**config.mk**
```make
export PLATFORM = sky130hd
export DESIGN_NAME = vga_timing_gen_flat
export DESIGN_NICKNAME = d
export VERILOG_FILES = /design/src/rtl/vga_timing_gen_if.sv /design/src/rtl/vga_timing_gen.sv /design/src/flat_wrapper.sv
export SDC_FILE = /design/constraint.sdc
export NUM_CORES = 1
export LEC_CHECK = 0
export ABC_AREA = 1
export BUFFER_PORTS_ARGS = -buffer_cell sky130_fd_sc_hd__buf_2
export CAP_MARGIN = 10
export CORE_UTILIZATION = 52
export DETAILED_ROUTE_END_ITERATION = 8
export PLACE_DENSITY = 0.92
export SYNTH_ARGS = -nofsm -noshare
export SYNTH_HDL_FRONTEND = slang
export SYNTH_SLANG_ARGS = --single-unit
```
**constraint.sdc**
```tcl
create_clock -name clk -period 1.8 [get_ports clk]
set_input_delay 0.18 -clock clk [delete_from_list [all_inputs] [get_ports clk]]
set_output_delay 0.18 -clock clk [all_outputs]
set_load 0.02 [all_outputs]
```
**src/rtl/vga_timing_gen_if.sv**
```systemverilog
// Raster bus between vga_timing_gen (master), the pixel renderer and the VGA pins.
// master drives timing, coordinates and pin outputs; slave supplies renderer colour.
interface vga_timing_gen_if;
    logic        pixel_tick;
    logic [9:0]  coord_x;
    logic [9:0]  coord_y;
    logic        active_area;
    logic        line_start;
    logic        frame_start;
    logic [11:0] rgb_in;
    logic        hsync;
    logic        vsync;
    logic [3:0]  vga_r;
    logic [3:0]  vga_g;
    logic [3:0]  vga_b;

    modport master (
        output pixel_tick, coord_x, coord_y, active_area, line_start, frame_start,
        output hsync, vsync, vga_r, vga_g, vga_b,
        input  rgb_in
    );

    modport slave (
        input  pixel_tick, coord_x, coord_y, active_area, line_start, frame_start,
        input  hsync, vsync, vga_r, vga_g, vga_b,
        output rgb_in
    );
endinterface

```
**src/rtl/vga_timing_gen.sv**
```systemverilog
// VGA raster timing generator: pixel-rate divider, h/v counters, registered sync/blank decode.
// Optional macro VGA_RGB_REG_EN registers colour and syncs one pixel period behind coord.
module vga_timing_gen #(
    parameter int CLK_DIV  = 4,
    parameter int H_ACTIVE = 640,
    parameter int H_FP     = 16,
    parameter int H_SYNC   = 96,
    parameter int H_BP     = 48,
    parameter int V_ACTIVE = 480,
    parameter int V_FP     = 10,
    parameter int V_SYNC   = 2,
    parameter int V_BP     = 33,
    parameter int HS_POL   = 0,
    parameter int VS_POL   = 0
) (
    input  logic             clk,
    input  logic             reset,
    vga_timing_gen_if.master vga
);
    localparam int H_TOTAL = H_ACTIVE + H_FP + H_SYNC + H_BP;
    localparam int V_TOTAL = V_ACTIVE + V_FP + V_SYNC + V_BP;
    localparam int DIV_W   = (CLK_DIV > 1) ? $clog2(CLK_DIV) : 1;

    localparam logic [DIV_W-1:0] DIV_LAST = DIV_W'(CLK_DIV - 1);
    localparam logic [9:0]       H_LAST   = 10'(H_TOTAL - 1);
    localparam logic [9:0]       V_LAST   = 10'(V_TOTAL - 1);
    // 11-bit bounds so a sync pulse ending exactly at a 1024 total still compares correctly
    localparam logic [10:0]      H_ACT    = 11'(H_ACTIVE);
    localparam logic [10:0]      HS_BEG   = 11'(H_ACTIVE + H_FP);
    localparam logic [10:0]      HS_END   = 11'(H_ACTIVE + H_FP + H_SYNC);
    localparam logic [10:0]      V_ACT    = 11'(V_ACTIVE);
    localparam logic [10:0]      VS_BEG   = 11'(V_ACTIVE + V_FP);
    localparam logic [10:0]      VS_END   = 11'(V_ACTIVE + V_FP + V_SYNC);
    localparam logic             HS_ON    = 1'(HS_POL);
    localparam logic             HS_OFF   = ~HS_ON;
    localparam logic             VS_ON    = 1'(VS_POL);
    localparam logic             VS_OFF   = ~VS_ON;

    logic [DIV_W-1:0] r_div;
    logic             r_tick;
    logic [9:0]       r_h;
    logic [9:0]       r_v;
    logic             r_active;
    logic             r_hsync;
    logic             r_vsync;
    logic             r_line_start;
    logic             r_frame_start;

    logic [DIV_W-1:0] w_div_nxt;
    logic             w_h_wrap;
    logic             w_v_wrap;
    logic [9:0]       w_h_nxt;
    logic [9:0]       w_v_nxt;
    logic             w_active_nxt;
    logic             w_hsync_nxt;
    logic             w_vsync_nxt;
    logic [11:0]      w_rgb_blank;

    // Next-state values for divider and counters plus decode of the coordinate they lead to
    always_comb begin
        w_div_nxt = (r_div == DIV_LAST) ? {DIV_W{1'b0}} : r_div + DIV_W'(1);
        w_h_wrap  = (r_h == H_LAST);
        w_v_wrap  = (r_v == V_LAST);
        w_h_nxt   = w_h_wrap ? 10'd0 : r_h + 10'd1;
        if (w_h_wrap) begin
            w_v_nxt = w_v_wrap ? 10'd0 : r_v + 10'd1;
        end else begin
            w_v_nxt = r_v;
        end
        w_active_nxt = ({1'b0, w_h_nxt} < H_ACT) && ({1'b0, w_v_nxt} < V_ACT);
        w_hsync_nxt  = (({1'b0, w_h_nxt} >= HS_BEG) && ({1'b0, w_h_nxt} < HS_END)) ? HS_ON : HS_OFF;
        w_vsync_nxt  = (({1'b0, w_v_nxt} >= VS_BEG) && ({1'b0, w_v_nxt} < VS_END)) ? VS_ON : VS_OFF;
        w_rgb_blank  = r_active ? vga.rgb_in : 12'h000;
    end

    // Divider, counters and decoded strobes; decode is loaded with the counters so all stay coherent
    always_ff @(posedge clk) begin
        if (reset) begin
            r_div         <= {DIV_W{1'b0}};
            r_tick        <= 1'b0;
            r_h           <= 10'd0;
            r_v           <= 10'd0;
            r_active      <= 1'b1;
            r_hsync       <= HS_OFF;
            r_vsync       <= VS_OFF;
            r_line_start  <= 1'b0;
            r_frame_start <= 1'b0;
        end else begin
            r_div         <= w_div_nxt;
            r_tick        <= (w_div_nxt == DIV_LAST);
            r_line_start  <= r_tick && w_h_wrap;
            r_frame_start <= r_tick && w_h_wrap && w_v_wrap;
            if (r_tick) begin
                r_h      <= w_h_nxt;
                r_v      <= w_v_nxt;
                r_active <= w_active_nxt;
                r_hsync  <= w_hsync_nxt;
                r_vsync  <= w_vsync_nxt;
            end
        end
    end

    assign vga.pixel_tick  = r_tick;
    assign vga.coord_x     = r_h;
    assign vga.coord_y     = r_v;
    assign vga.active_area = r_active;
    assign vga.line_start  = r_line_start;
    assign vga.frame_start = r_frame_start;

`ifdef VGA_RGB_REG_EN
    logic [11:0] r_rgb_pin;
    logic        r_hsync_pin;
    logic        r_vsync_pin;

    // Pin stage: captures the finished pixel on each tick so colour and syncs lag coord together
    always_ff @(posedge clk) begin
        if (reset) begin
            r_rgb_pin   <= 12'h000;
            r_hsync_pin <= HS_OFF;
            r_vsync_pin <= VS_OFF;
        end else if (r_tick) begin
            r_rgb_pin   <= w_rgb_blank;
            r_hsync_pin <= r_hsync;
            r_vsync_pin <= r_vsync;
        end
    end

    assign vga.vga_r = r_rgb_pin[11:8];
    assign vga.vga_g = r_rgb_pin[7:4];
    assign vga.vga_b = r_rgb_pin[3:0];
    assign vga.hsync = r_hsync_pin;
    assign vga.vsync = r_vsync_pin;
`else
    assign vga.vga_r = w_rgb_blank[11:8];
    assign vga.vga_g = w_rgb_blank[7:4];
    assign vga.vga_b = w_rgb_blank[3:0];
    assign vga.hsync = r_hsync;
    assign vga.vsync = r_vsync;
`endif
endmodule

```
**src/flat_wrapper.sv**
```systemverilog
// flat-port wrapper written by rule: the top's interface ports become plain ports
module vga_timing_gen_flat 
#(
    parameter int CLK_DIV  = 4,
    parameter int H_ACTIVE = 640,
    parameter int H_FP     = 16,
    parameter int H_SYNC   = 96,
    parameter int H_BP     = 48,
    parameter int V_ACTIVE = 480,
    parameter int V_FP     = 10,
    parameter int V_SYNC   = 2,
    parameter int V_BP     = 33,
    parameter int HS_POL   = 0,
    parameter int VS_POL   = 0
)
  (clk, reset, vga_pixel_tick, vga_coord_x, vga_coord_y, vga_active_area, vga_line_start, vga_frame_start, vga_hsync, vga_vsync, vga_vga_r, vga_vga_g, vga_vga_b, vga_rgb_in);
  vga_timing_gen_if vga_i ();
  input  logic clk;
  input  logic reset;
  output wire logic [$bits(vga_i.pixel_tick)-1:0] vga_pixel_tick;
  output wire logic [$bits(vga_i.coord_x)-1:0] vga_coord_x;
  output wire logic [$bits(vga_i.coord_y)-1:0] vga_coord_y;
  output wire logic [$bits(vga_i.active_area)-1:0] vga_active_area;
  output wire logic [$bits(vga_i.line_start)-1:0] vga_line_start;
  output wire logic [$bits(vga_i.frame_start)-1:0] vga_frame_start;
  output wire logic [$bits(vga_i.hsync)-1:0] vga_hsync;
  output wire logic [$bits(vga_i.vsync)-1:0] vga_vsync;
  output wire logic [$bits(vga_i.vga_r)-1:0] vga_vga_r;
  output wire logic [$bits(vga_i.vga_g)-1:0] vga_vga_g;
  output wire logic [$bits(vga_i.vga_b)-1:0] vga_vga_b;
  input wire logic [$bits(vga_i.rgb_in)-1:0] vga_rgb_in;
  assign vga_pixel_tick = vga_i.pixel_tick;
  assign vga_coord_x = vga_i.coord_x;
  assign vga_coord_y = vga_i.coord_y;
  assign vga_active_area = vga_i.active_area;
  assign vga_line_start = vga_i.line_start;
  assign vga_frame_start = vga_i.frame_start;
  assign vga_hsync = vga_i.hsync;
  assign vga_vsync = vga_i.vsync;
  assign vga_vga_r = vga_i.vga_r;
  assign vga_vga_g = vga_i.vga_g;
  assign vga_vga_b = vga_i.vga_b;
  assign vga_i.rgb_in = vga_rgb_in;
  vga_timing_gen #(.CLK_DIV(CLK_DIV), .H_ACTIVE(H_ACTIVE), .H_FP(H_FP), .H_SYNC(H_SYNC), .H_BP(H_BP), .V_ACTIVE(V_ACTIVE), .V_FP(V_FP), .V_SYNC(V_SYNC), .V_BP(V_BP), .HS_POL(HS_POL), .VS_POL(VS_POL)) u_core (.clk(clk), .reset(reset), .vga(vga_i));
endmodule
```
==> results by group <==
Synthesis
  – Distinct cells, synth: 26
  – Seq/Total Area, Yosys: a little under a third
  – Ys Warns: 0
  – #FFs+latches synth: 28
  – Mapped Nets: between 300 and 400
  – Avg Synthesized Cell Area: a little over 6 um2
  – Synth async-reset ratio: 0%
  – Syn Std Cell Area: approximately 1800 um2
  – Cells after synthesis: between 300 and 400
  – Post-synth EDFFs: 0
  – Synth Flop Type: dfxtp_1

Global route
  – Global Route Usage Sum: 26.6%
  – Vias in the first global route: between 1500 and 2000
  – Largest net degree at the start of global routing: 27
  – Grt total ovfl: 0
  – Global-route wire length before repair: 7400 um
  – Initial antenna violation count: 0

Worst setup path
  – FF-to-FF path depth: 10
  – WP data arrival: 1920 ps
  – CP Max Fanout: 5
  – Critical Path Max Stage Delay: about 400 ps
  – Reg2Reg Setup Slack: between 100 and 150 ps
  – Worst EP required: 2040 ps
  – Crit-path slowest cell: dfxtp_2
  – Reg2reg end: u_core.vga.hsync
  – Crit. End Element: flip-flop
  – R2r startpoint: u_core.vga.coord_x[0]
  – Worst setup SP type: flip-flop
  – CP Class: flip-flop to flip-flop
  – Critical-path cell list: ha_4 -> nand3_4 -> nor2_4 -> buf_4 -> buf_4 -> o21ai_0 -> nand3_1 -> nand2_1 -> nor2_1 -> o21ai_0

Die
  – Core footprint: roughly 3300 um2
  – Placement row count: 21
  – Die ar.: 3730 um2
  – # IOs: 52
  – Initial Util: around 54%
  – Die Y: 61.1 um
  – Die Wd: about 61 um

STA
  – Worst Hold Slack: 174 ps
  – Final Hold Fails: 0
  – Final setup margin: ~120 ps
  – Period utilisation layout: 93.3%
  – Final setup viols: 0
  – Slew Viols, Final: 0
  – Worst-case clock skew: ~2.2 ps
  – Final worst path period need: approximately 1700 ps
  – Max Freq: approximately 0.6 GHz
  – Least-Margin Pin Slew: 406 ps
  – Worst slew margin: between 70 and 80%

Clock network
  – Reg clk slew, reported paths: roughly 150 ps
  – Sink count of the clock tree: 28
  – CTS Buf Count: 3
  – Cts hold-fix bufs: 0
  – H-tree depth: 1
  – CTS root buf: clkbuf_4
  – Clock buffer depth: 2
  – CTS tree: done
  – Clk_lat worst skew: about 340 ps

Placed design
  – Routability cong.: slightly above 0.9
  – Port Buffers: a little over 50
  – Post-DP HPWL: around 3400 um
  – Placed cells: 394
  – Pre-CTS setup slack: -5.03 ps

Cells and area
  – Layout Nets: between 300 and 400
  – Area of the multi-input gates: between 1000 and 1500 um2
  – Fillers: 277
  – Layout overhead on the synthesized area: 23.1%
  – Number of diodes: 0
  – Register Area: about 570 um2
  – Most frequent cells in the layout: nand2_1, buf_2, inv_1, nor2_1, dfxtp_1
  – Most common cell after layout, fill and taps aside: nand2_1
  – Final Non-Filler Cells: roughly 400
  – Util after Layout: between 60% and 70%
  – Share of post-route cells with drive strength above 1: roughly a quarter

Routing
  – DR vias: between 2000 and 2500
  – First-pass DRT Iterations: 5
  – Vias per cell: 5.29
  – Routed wire per std cell: ~12 um
  – Final antenna-violating net count: 0
  – DRT Wirelength: ~4800 um
  – DRC violation count after routing: 0
  – Initial detailed-routing violation count: about 220

Power and ir drop
  – Final Power: around 1.4 mW
  – Pwr dens: 605 nW/um2
  – Worst IR Drop VDD: around 0.39 mV
  – Static Leak: 1.20 nW

Hold path
  – Worst hold path depth: 2
  – Min-delay src: reset
  – Worst hold path class: input port to flip-flop
  – Hold EP: u_core.r_div[1]

Job
  – Max-Cap Viols: 0

Outcome
  – Outcome: finished clean
==> synth_stat cells (2+ instances only) <==
cell / count / area share (%)
nand2_2: 2 / 0.69
dfxtp_1: 28 / 31
a21oi_1: 18 / 5.0
nor2_1: 34 / 7.0
ha_1: 5 / 3.4
nand3_1: 20 / 5.5
o21ai_0: 19 / 5.2
nor3_1: 4 / 1.1
inv_1: 47 / 9.7
buf_2: 3 / 0.83
nand2_1: 89 / 18
clkbuf_1: 5 / 1.0
nand4_1: 6 / 2.1
a211oi_1: 3 / 1.2
o21ai_2: 2 / 0.96
nor2_2: 5 / 1.7
clkinv_1: 2 / 0.41
==> power by group <==
part | switching [mW] | leakage [nW] | total (mW) | internal (mW)
Clock | 0.192 | 0.0210 | 0.317 | 0.124
Combinational | 0.212 | 0.952 | 0.324 | 0.112
Sequential | 0.0542 | 0.230 | 0.712 | 0.657
==> per-layer routing <==
layer	track usage [%]	share of wire [%]	vias up
met2	43.9	47	124
met4	11.0	1.7	0
met5	0	0	-
li1	-	-	1055
met1	34.7	41	932
met3	3.99	9.3	9
==> final cells by class <==
cell class | count | share of cell area, %
Clock buffer | 4 | 1.62
Timing Repair Buffer | 59 | 14.1
Multi-Input combinational cell | 215 | 48.2
Sequential cell | 28 | 25.3
Tap cell | 46 | 2.57
Inverter | 49 | 8.22
==> repair_timing <==
action | CTS | global route
pin swaps | 0 | 1
endpoints found under the setup margin | 2 | 6
buffers inserted | 0 | 3
gates resized for setup | 3 | 12
endpoints found under the hold margin | 0 | 0
==> through the flow <==
step | TNS [ps] | area [um2]
floorplan | 0 | 1820
global placement | 0 | 2120
detailed placement | -5.03 | 2120
CTS | 0 | 2170
global route | -45.9 | 2240
finish | 0 | 2240
==> registers in the layout, summed over array words and instances (netlist names) <==
name and count:
u_core.vga.frame_start 1, u_core.vga.line_start 1, u_core.vga.coord_y 10, u_core.vga.hsync 1, u_core.r_div 2, u_core.vga.vsync 1
u_core.vga.active_area 1, u_core.vga.coord_x 10, u_core.vga.pixel_tick 1
==> cells by family (layout without fill, tap and decap cells) <==
kind of cell	after synthesis	in the layout	share of synthesized area, %
adders and majority gates	5	5	3.44
DFF	28	28	30.9
buffers and inverters	58	112	12.6
and+or+nand+nor	166	166	40.0
AOI/OAI and AO/OA	44	44	13.1
==> critical path, delay by kind of cell (launching register included) <==
family | cells | cell delay, ps
fa+ha+maj | 1 | 180
buf+inv | 2 | 220
compound gates | 2 | 190
flops | 1 | 410
simple gates | 5 | 560
==> worst max-delay path by stage <==
stage	startpoint	to	slack, ps	cells past startpoint
3_3_place_gp	u_core.vga.coord_x[0]	u_core.vga.active_area	4	10
3_5_place_dp	u_core.vga.coord_x[0]	u_core.vga.active_area	-5	10
6_report	u_core.vga.coord_x[0]	u_core.vga.hsync	120	10
2_1_floorplan	u_core.vga.coord_x[0]	u_core.vga.vsync	90	10
4_1_cts	u_core.vga.coord_x[0]	u_core.vga.active_area	40	10
5_1_grt	u_core.vga.coord_y[0]	u_core.vga.vsync	-20	14
(Power assumes the default switching activity.)
